==> src/rtl/cmp_share_arbiter.sv <==
// Round-robin arbiter that time-shares one 4-bit magnitude comparator among
// NUM_REQ requesters and returns a registered, ID-tagged result.

module comparator_4 (
   input  logic [3:0] a,
   input  logic [3:0] b,
   output logic       lower,
   output logic       equal,
   output logic       greater
);
   assign lower   = (a < b);
   assign equal   = (a == b);
   assign greater = (a > b);
endmodule

module cmp_share_arbiter #(
   parameter int NUM_REQ = 4,
   parameter int ID_W    = 2,
   parameter int CNT_W   = 8
) (
   input  logic                 clk,
   input  logic                 rst_n,
   input  logic [NUM_REQ-1:0]   req_valid,
   input  logic [4*NUM_REQ-1:0] req_a,
   input  logic [4*NUM_REQ-1:0] req_b,
   output logic [NUM_REQ-1:0]   req_ready,
   output logic                 rsp_valid,
   input  logic                 rsp_ready,
   output logic [ID_W-1:0]      rsp_id,
   output logic                 rsp_lower,
   output logic                 rsp_equal,
   output logic                 rsp_greater,
   output logic                 busy,
   output logic [CNT_W-1:0]     cmp_count
);

   typedef enum logic [1:0] {IDLE, CMP, RESP} state_t;

   state_t                   r_state, w_next;
   logic [NUM_REQ-1:0][3:0]  w_a, w_b;
   logic [ID_W-1:0]          r_ptr, r_owner, w_win;
   logic                     w_found, w_hs;
   logic [3:0]               r_op_a, r_op_b;
   logic                     w_lower, w_equal, w_greater;
   logic                     r_rsp_valid, r_rsp_lower, r_rsp_equal, r_rsp_greater;
   logic [ID_W-1:0]          r_rsp_id;
   logic [CNT_W-1:0]         r_cnt;

   assign w_a = req_a;
   assign w_b = req_b;

   // (p + k) mod NUM_REQ without relying on NUM_REQ being a power of two
   function automatic logic [ID_W-1:0] wrap_add(input logic [ID_W-1:0] p, input int k);
      int s;
      s = int'(p) + k;
      if (s >= NUM_REQ) s = s - NUM_REQ;
      return ID_W'(s);
   endfunction

   always_comb begin
      w_found = 1'b0;
      w_win   = '0;
      for (int k = 0; k < NUM_REQ; k++) begin
         if (!w_found && req_valid[wrap_add(r_ptr, k)]) begin
            w_found = 1'b1;
            w_win   = wrap_add(r_ptr, k);
         end
      end
   end

   assign w_hs = (r_state == IDLE) && w_found;

   comparator_4 u_cmp (
      .a       (r_op_a),
      .b       (r_op_b),
      .lower   (w_lower),
      .equal   (w_equal),
      .greater (w_greater)
   );

   always_ff @(posedge clk or negedge rst_n) begin
      if (!rst_n) r_state <= IDLE;
      else        r_state <= w_next;
   end

   always_comb begin
      w_next = r_state;
      case (r_state)
         IDLE:    if (w_hs) w_next = CMP;
         CMP:     w_next = RESP;
         RESP:    if (rsp_ready) w_next = IDLE;
         default: w_next = IDLE;
      endcase
   end

   always_comb begin
      req_ready = '0;
      if (w_hs) req_ready[w_win] = 1'b1;
      busy = (r_state != IDLE);
   end

   always_ff @(posedge clk or negedge rst_n) begin
      if (!rst_n) begin
         r_ptr   <= '0;
         r_owner <= '0;
         r_op_a  <= '0;
         r_op_b  <= '0;
      end else if (w_hs) begin
         r_op_a  <= w_a[w_win];
         r_op_b  <= w_b[w_win];
         r_owner <= w_win;
         r_ptr   <= wrap_add(w_win, 1);
      end
   end

   // Flags are cleared on acceptance so they read all-zero whenever rsp_valid is low
   always_ff @(posedge clk or negedge rst_n) begin
      if (!rst_n) begin
         r_rsp_valid   <= 1'b0;
         r_rsp_id      <= '0;
         r_rsp_lower   <= 1'b0;
         r_rsp_equal   <= 1'b0;
         r_rsp_greater <= 1'b0;
         r_cnt         <= '0;
      end else if (r_state == CMP) begin
         r_rsp_valid   <= 1'b1;
         r_rsp_id      <= r_owner;
         r_rsp_lower   <= w_lower;
         r_rsp_equal   <= w_equal;
         r_rsp_greater <= w_greater;
      end else if (r_state == RESP && rsp_ready) begin
         r_rsp_valid   <= 1'b0;
         r_rsp_lower   <= 1'b0;
         r_rsp_equal   <= 1'b0;
         r_rsp_greater <= 1'b0;
         r_cnt         <= r_cnt + CNT_W'(1);
      end
   end

   assign rsp_valid   = r_rsp_valid;
   assign rsp_id      = r_rsp_id;
   assign rsp_lower   = r_rsp_lower;
   assign rsp_equal   = r_rsp_equal;
   assign rsp_greater = r_rsp_greater;
   assign cmp_count   = r_cnt;

endmodule

==> config.mk <==
export PLATFORM = sky130hd
export DESIGN_NAME = cmp_share_arbiter
export DESIGN_NICKNAME = d
export VERILOG_FILES = /design/src/rtl/cmp_share_arbiter.sv
export SDC_FILE = /design/constraint.sdc
export NUM_CORES = 1
export LEC_CHECK = 0
export CORE_MARGIN = 2
export CORE_UTILIZATION = 40
export CTS_CLUSTER_DIAMETER = 80
export DETAILED_ROUTE_END_ITERATION = 10
export PLACE_DENSITY = 0.71
export SYNTH_ARGS = -nofsm -noshare
export SYNTH_HDL_FRONTEND = slang
export SYNTH_SLANG_ARGS = --single-unit
export TNS_END_PERCENT = 10
==> constraint.sdc <==
create_clock -name clk -period 2.05 [get_ports clk]
set_input_delay 0.5125 -clock clk [delete_from_list [all_inputs] [get_ports clk]]
set_output_delay 0.5125 -clock clk [all_outputs]
set_load 0.02 [all_outputs]
# Yosys cells after proc, flatten, opt, wreduce, memory -nomap -nowiden
# Cells that the tools add are included.
# totals
input_bits,39
regBits,28
memories,0
ram_bits,0
out_inout_bits,19
word_cells,90
latch_bits,0
romBits,0
# classes
div_mod_pow,0
n_bitwise,1
muxes,36
n_addsub,10
n_mul,0
n_lt_le_gt_ge,13
shifts,0
reduce_logical,14
n_eq_ne,5
# op_table
cell,n
2-bit 2-to-1 mux,11
4-bit binary-select mux with 2-bit select,2
2-bit by 3-bit less-than comparator with 1-bit output (second input constant),5
1-bit 2-to-1 mux,14
3-bit greater-or-equal comparator (second input constant),4
4-bit 2-to-1 mux,3
2-bit by 1-bit subtractor with 2-bit output (second input constant),5
8-bit by 1-bit adder with 8-bit output (second input constant),1
1-bit binary-select mux with 2-bit select,4
2-bit by 1-bit adder with 3-bit output (second input constant),2
2-bit by 2-bit adder with 3-bit output (second input constant),2
1-bit logical AND,6
2-bit case mux with 3 select lines,1
4-bit equality test,1
4-bit greater-than comparator,1
4-bit less-than comparator,1
2-bit inequality test (second input constant),2
2-bit AND reduction,2
2-bit nonzero test,2
2-bit by 3-bit greater-or-equal comparator with 1-bit output (second input constant),1
1-bit logical NOT,3
1-bit demux with 2-bit select,1
2-bit by 1-bit equality test with 1-bit output (second input constant),1
2-bit equality test (second input constant),1
other kinds (3),3

# Logic depth before layout (Yosys ltp)
# depth
word_depth,19
ltp_mapped,7
depth_no_buf,7

# Modules after synthesis
# A second synthesis with hierarchy kept.
# unflattened
hier_cells,156
hier_area_um2,1634.1
# modules_own_cells
mod,cells_per_inst,area_each_um2,seq_area_each_um2,n_inst
cmp_share_arbiter,140,1505.2,700.7,1
comparator_4,16,128.9,0.0,1

# Least setup slack after synthesis
# Ideal clock, no wire load.
# synth_path
path_kind,input-to-output
start,in req_valid[1]
end,out req_ready[2]
required_ns,1.537
arrival_ns,1.715
path_buffers,2
cell_stages,6
slack_ns,-0.177
path_cell_list,or2_4 > nand4bb_1 > buf_4 > nand2_1 > buf_2 > nor3_1
# synth_between
elab_chain_cells,17
word_cells_on_any_way,29
classes_between,order compare: 2; mux: 19; reduce/logical: 8
# synth_rtl
item,line_no,rtl
"start, declared",23,"input logic [NUM_REQ-1:0] req_valid,"
1-bit binary-select mux with 2-bit select,64,"if (!w_found && req_valid[wrap_add(r_ptr, k)]) begin"
1-bit 2-to-1 mux (implied by the code),64,
1-bit 2-to-1 mux,64,
1-bit logical NOT,64,
1-bit logical AND,64,
1-bit 2-to-1 mux,64,
1-bit logical NOT,64,
1-bit logical AND,64,
1-bit 2-to-1 mux,64,
1-bit logical NOT,64,
1-bit logical AND,64,
2-bit 2-to-1 mux,64,
2-bit by 3-bit less-than comparator with 1-bit output (implied by the code) or 2-bit by 1-bit greater-or-equal comparator with 1-bit output (tied branches),98,if (w_hs) req_ready[w_win] = 1'b1;
1-bit logical AND (implied by the code),98,
1-bit 2-to-1 mux (implied by the code),98,
1-bit demux with 2-bit select,98,
4-bit 2-to-1 mux (*),98,
"end, declared",26,"output logic [NUM_REQ-1:0] req_ready,"
# Mark *: on every way between the ends. The rest lies on a longest branch, timed or not. The select of a mux whose other input is x is not followed.

# Worst setup path after layout
# layout_path
start,in req_valid[1]
end,out req_ready[0]
# The elaborated chain is that of the path after synthesis.

==> results.yml <==
synth:
  synth_ff_type: "dfrtp_1"
  synthCells: 158
  yosysSeqAreaShare: 0.436
  synthesis.nets: 202
  syn_area_mm2: 0.00161
  ys_warn_count: 0
  ys_seq_elements: 28
  async_flop_share: 1.00
  synth_edf_count: 0
  synth.avg_cell_area_um2: 10.2
  ys_types: 36
pwr:
  p_seq_frac: 0.269
  pwr-share-comb: 0.613
  p_sw_frac: 0.384
  p_int_w: 0.00221
  switching_power_w: 0.00138
  pwr-share-clk: 0.118
  power_density_mw_per_mm2: 1400
  peakVddDrop_v: 0.000686
  power.leakage_nw: 1.20
route:
  vias_per_cell: 5.04
  wl_per_cell_um: 13.3
  dr.pass1.iters: 4
  routed_wl_mm: 3.84
  first_iter_violations: 29
  via_count: 1451
  drc: 0
  ant_nets: 0
floorplan:
  rows: 23
  die_area_mm2: 0.00454
  ios: 58
  dieWidth_um: 67.4
  die_y_um: 67.4
  initial_core_util: 0.407
  core_area_mm2: 0.00394
cells_and_area:
  area_growth_syn_to_layout_pct: 59.2
  multiInputGateArea_um2: 916
  final_net_count: 283
  finalInstanceArea_mm2: 0.00256
  n_antenna_cell: 0
  n_fill_cell: 285
  stdcell_count: 288
  drive_gt1_frac: 0.248
  register_area_um2: 703
sta:
  finalCritPeriodShare: 1.01
  fin_ws_ns: -0.0160
  rsz0062_at_grt: "yes"
  hold_viol: 0
  slew_headroom: 0.770
  maxSlewViolCount: 0
  finalClockSkew_ns: 0.00750
  period_minus_slack_ns: 2.07
  hold_ws_ns: 0.475
  fmax_ghz: 0.484
  tns_ns: -0.0417
  setup_viol: 3
  tightest_slew_ns: 0.344
run:
  maxCapViolCount: 0
status:
  status: "finished, violations left"
  violations: "setup timing"
critical_path:
  critPathMaxStageDelay_ns: 0.30
  crit_required_ns: 1.54
  path_class: "input port to output port"
  path_max_fanout: 4
  critPathLaunchType: "input port"
  critical_path_arrival_ns: 1.55
  cp.buffers_inverters: 3
  path_cells: "buf_8 > or2_4 > o31ai_4 > inv_4 > and3_4 > buf_6"
  crit_slowest_cell: "o31ai_4"
  critPathTopFamily: "simple AND/OR/NAND/NOR gates"
  worstSetupEndpointType: "output port"
cts:
  cts_buffers: 3
  insertion_delay_ns: 0.27
  clkSinkCount: 28
  cts.path.max_buffers: 2
  cts_root_buffer: "clkbuf_8"
  cts_tree: "yes"
  htreeDepth: 1
  path_clk_slew_ns: 0.09
grt:
  grtUsageTotal: 0.174
  antenna_found_initial: 0
  grt_overflow: 0
  grt_pass1_vias: 1408
  grt_max_degree: 29
  grt_pass1_wl_mm: 6.11
place:
  port_buffers: 57
  placed_area_mm2: 0.00233
  hpwl_mm: 2.90
  place_congestion: 0.780
  dp_cells: 276
hold_path:
  hp-class: "flip-flop to flip-flop"
==> worst reg2reg max path, delay by kind of cell (launching register included) <==
family | cells | cell delay [ns]
multiplexers | 1 | 0.35
AO/OA/AOI/OAI | 2 | 0.25
AND/OR/NAND/NOR | 1 | 0.10
buffers and inverters | 5 | 0.61
flip-flops | 1 | 0.39
==> power by group through the flow <==
stage,clock [W],combinational (W),sequential [W]
floorplan,0,0.00115,0.00105
global placement,0,0.00189,0.000947
global route,0.000456,0.00240,0.000994
detailed placement,0,0.00196,0.000960
finish,0.000424,0.00219,0.000963
CTS,0.000434,0.00204,0.000961
==> stage by stage <==
step	setup slack [ns]	power, W	utilization
after floorplan	-0.00952	0.00220	-
after global placement	-0.765	0.00284	0.592
after detailed placement	-0.874	0.00292	0.592
after CTS	-0.0190	0.00344	0.625
after global routing	-0.0380	0.00385	0.648
final	-0.0160	0.00358	0.648
==> cells in the mapped netlist (2+ instances only) <==
cell type,count,area (um2)
dfrtp_1,28,701
a21o_1,4,30.0
a211oi_1,8,60.1
nor2_1,9,33.8
o21ai_0,2,10.0
mux2i_1,8,80.1
nand2b_1,5,31.3
o22ai_1,8,50.1
nand2_1,13,48.8
and3_1,11,68.8
xor2_1,3,26.3
mux2_1,6,67.6
nand3_1,5,25.0
inv_1,8,30.0
buf_2,3,15.0
xnor2_1,5,43.8
o21ai_1,3,15.0
a21oi_1,4,20.0
nor2b_1,3,18.8
buf_6,2,22.5
ha_1,5,62.6
==> logic make-up (layout without fill, tap and decap cells) <==
| family | count (synthesis) | count (layout) | share of synthesized area |
|---|---|---|---|
| simple gates | 52 | 52 | 0.175 |
| compound gates | 35 | 35 | 0.161 |
| flops | 28 | 28 | 0.436 |
| buf+inv | 16 | 96 | 0.0530 |
| mux | 14 | 14 | 0.0920 |
| xor+xnor | 8 | 8 | 0.0436 |
| fa+ha+maj | 5 | 5 | 0.0390 |
==> cell usage in the layout, fill, tap and decap left out, types with 6 or more instances in the layout <==
cell type	n
inv_1	8
nand2_1	11
clkdlybuf4s50_1	49
mux2_1	6
and3_1	9
buf_4	26
a211oi_1	8
mux2i_1	8
dfrtp_1	26
o22ai_1	7
nor2_1	7
==> area by class of cell <==
| class | count | share of cell area |
|---|---|---|
| clock buffer | 3 | 0.0162 |
| clock inverter | 1 | 0.0117 |
| inverter | 9 | 0.0142 |
| multi-input combinational | 114 | 0.358 |
| sequential | 28 | 0.275 |
| tap | 50 | 0.0245 |
| timing repair buffer | 83 | 0.300 |
==> per-layer routing <==
layer | vias up | wire length (um) | GRT usage
met2 | 55 | 1990 | 0.332
met5 | - | 0 | 0
li1 | 721 | - | -
met4 | 0 | 55 | 0.0459
met3 | 8 | 197 | 0.0217
met1 | 667 | 1600 | 0.204
==> flip-flops by register name, indices dropped and copies added (netlist names) <==
register and flops:
r_state 2, r_op_a 4, r_ptr 2, rsp_valid 1, rsp_greater 1, rsp_id 2
r_op_b 4, cmp_count 8, r_owner 2, rsp_equal 1, rsp_lower 1
==> timing repair <==
action	in CTS	in global routing
pin swaps	8	5
gates resized for setup	47	14
setup endpoints to repair	12	8
cloned	0	0
setup buffers	5	3
hold buffers	0	0
==> worst paths after layout <==
check | depth (start not counted) | end | slack, ns | startpoint
min in group asynchronous | 2 | r_op_a[2] | 0.62 | rst_n
hold / removal | 2 | r_owner[0] | 0.47 | r_owner[0]
setup / recovery | 6 | req_ready[0] | -0.02 | req_valid[1]
max in group asynchronous | 2 | r_ptr[1] | 1.15 | rst_n
setup reg to reg | 9 | r_op_b[3] | 0.28 | r_state[0]
hold reg to reg | 2 | r_owner[0] | 0.47 | r_owner[0]
Note: power is estimated with default switching activity, not from simulation.
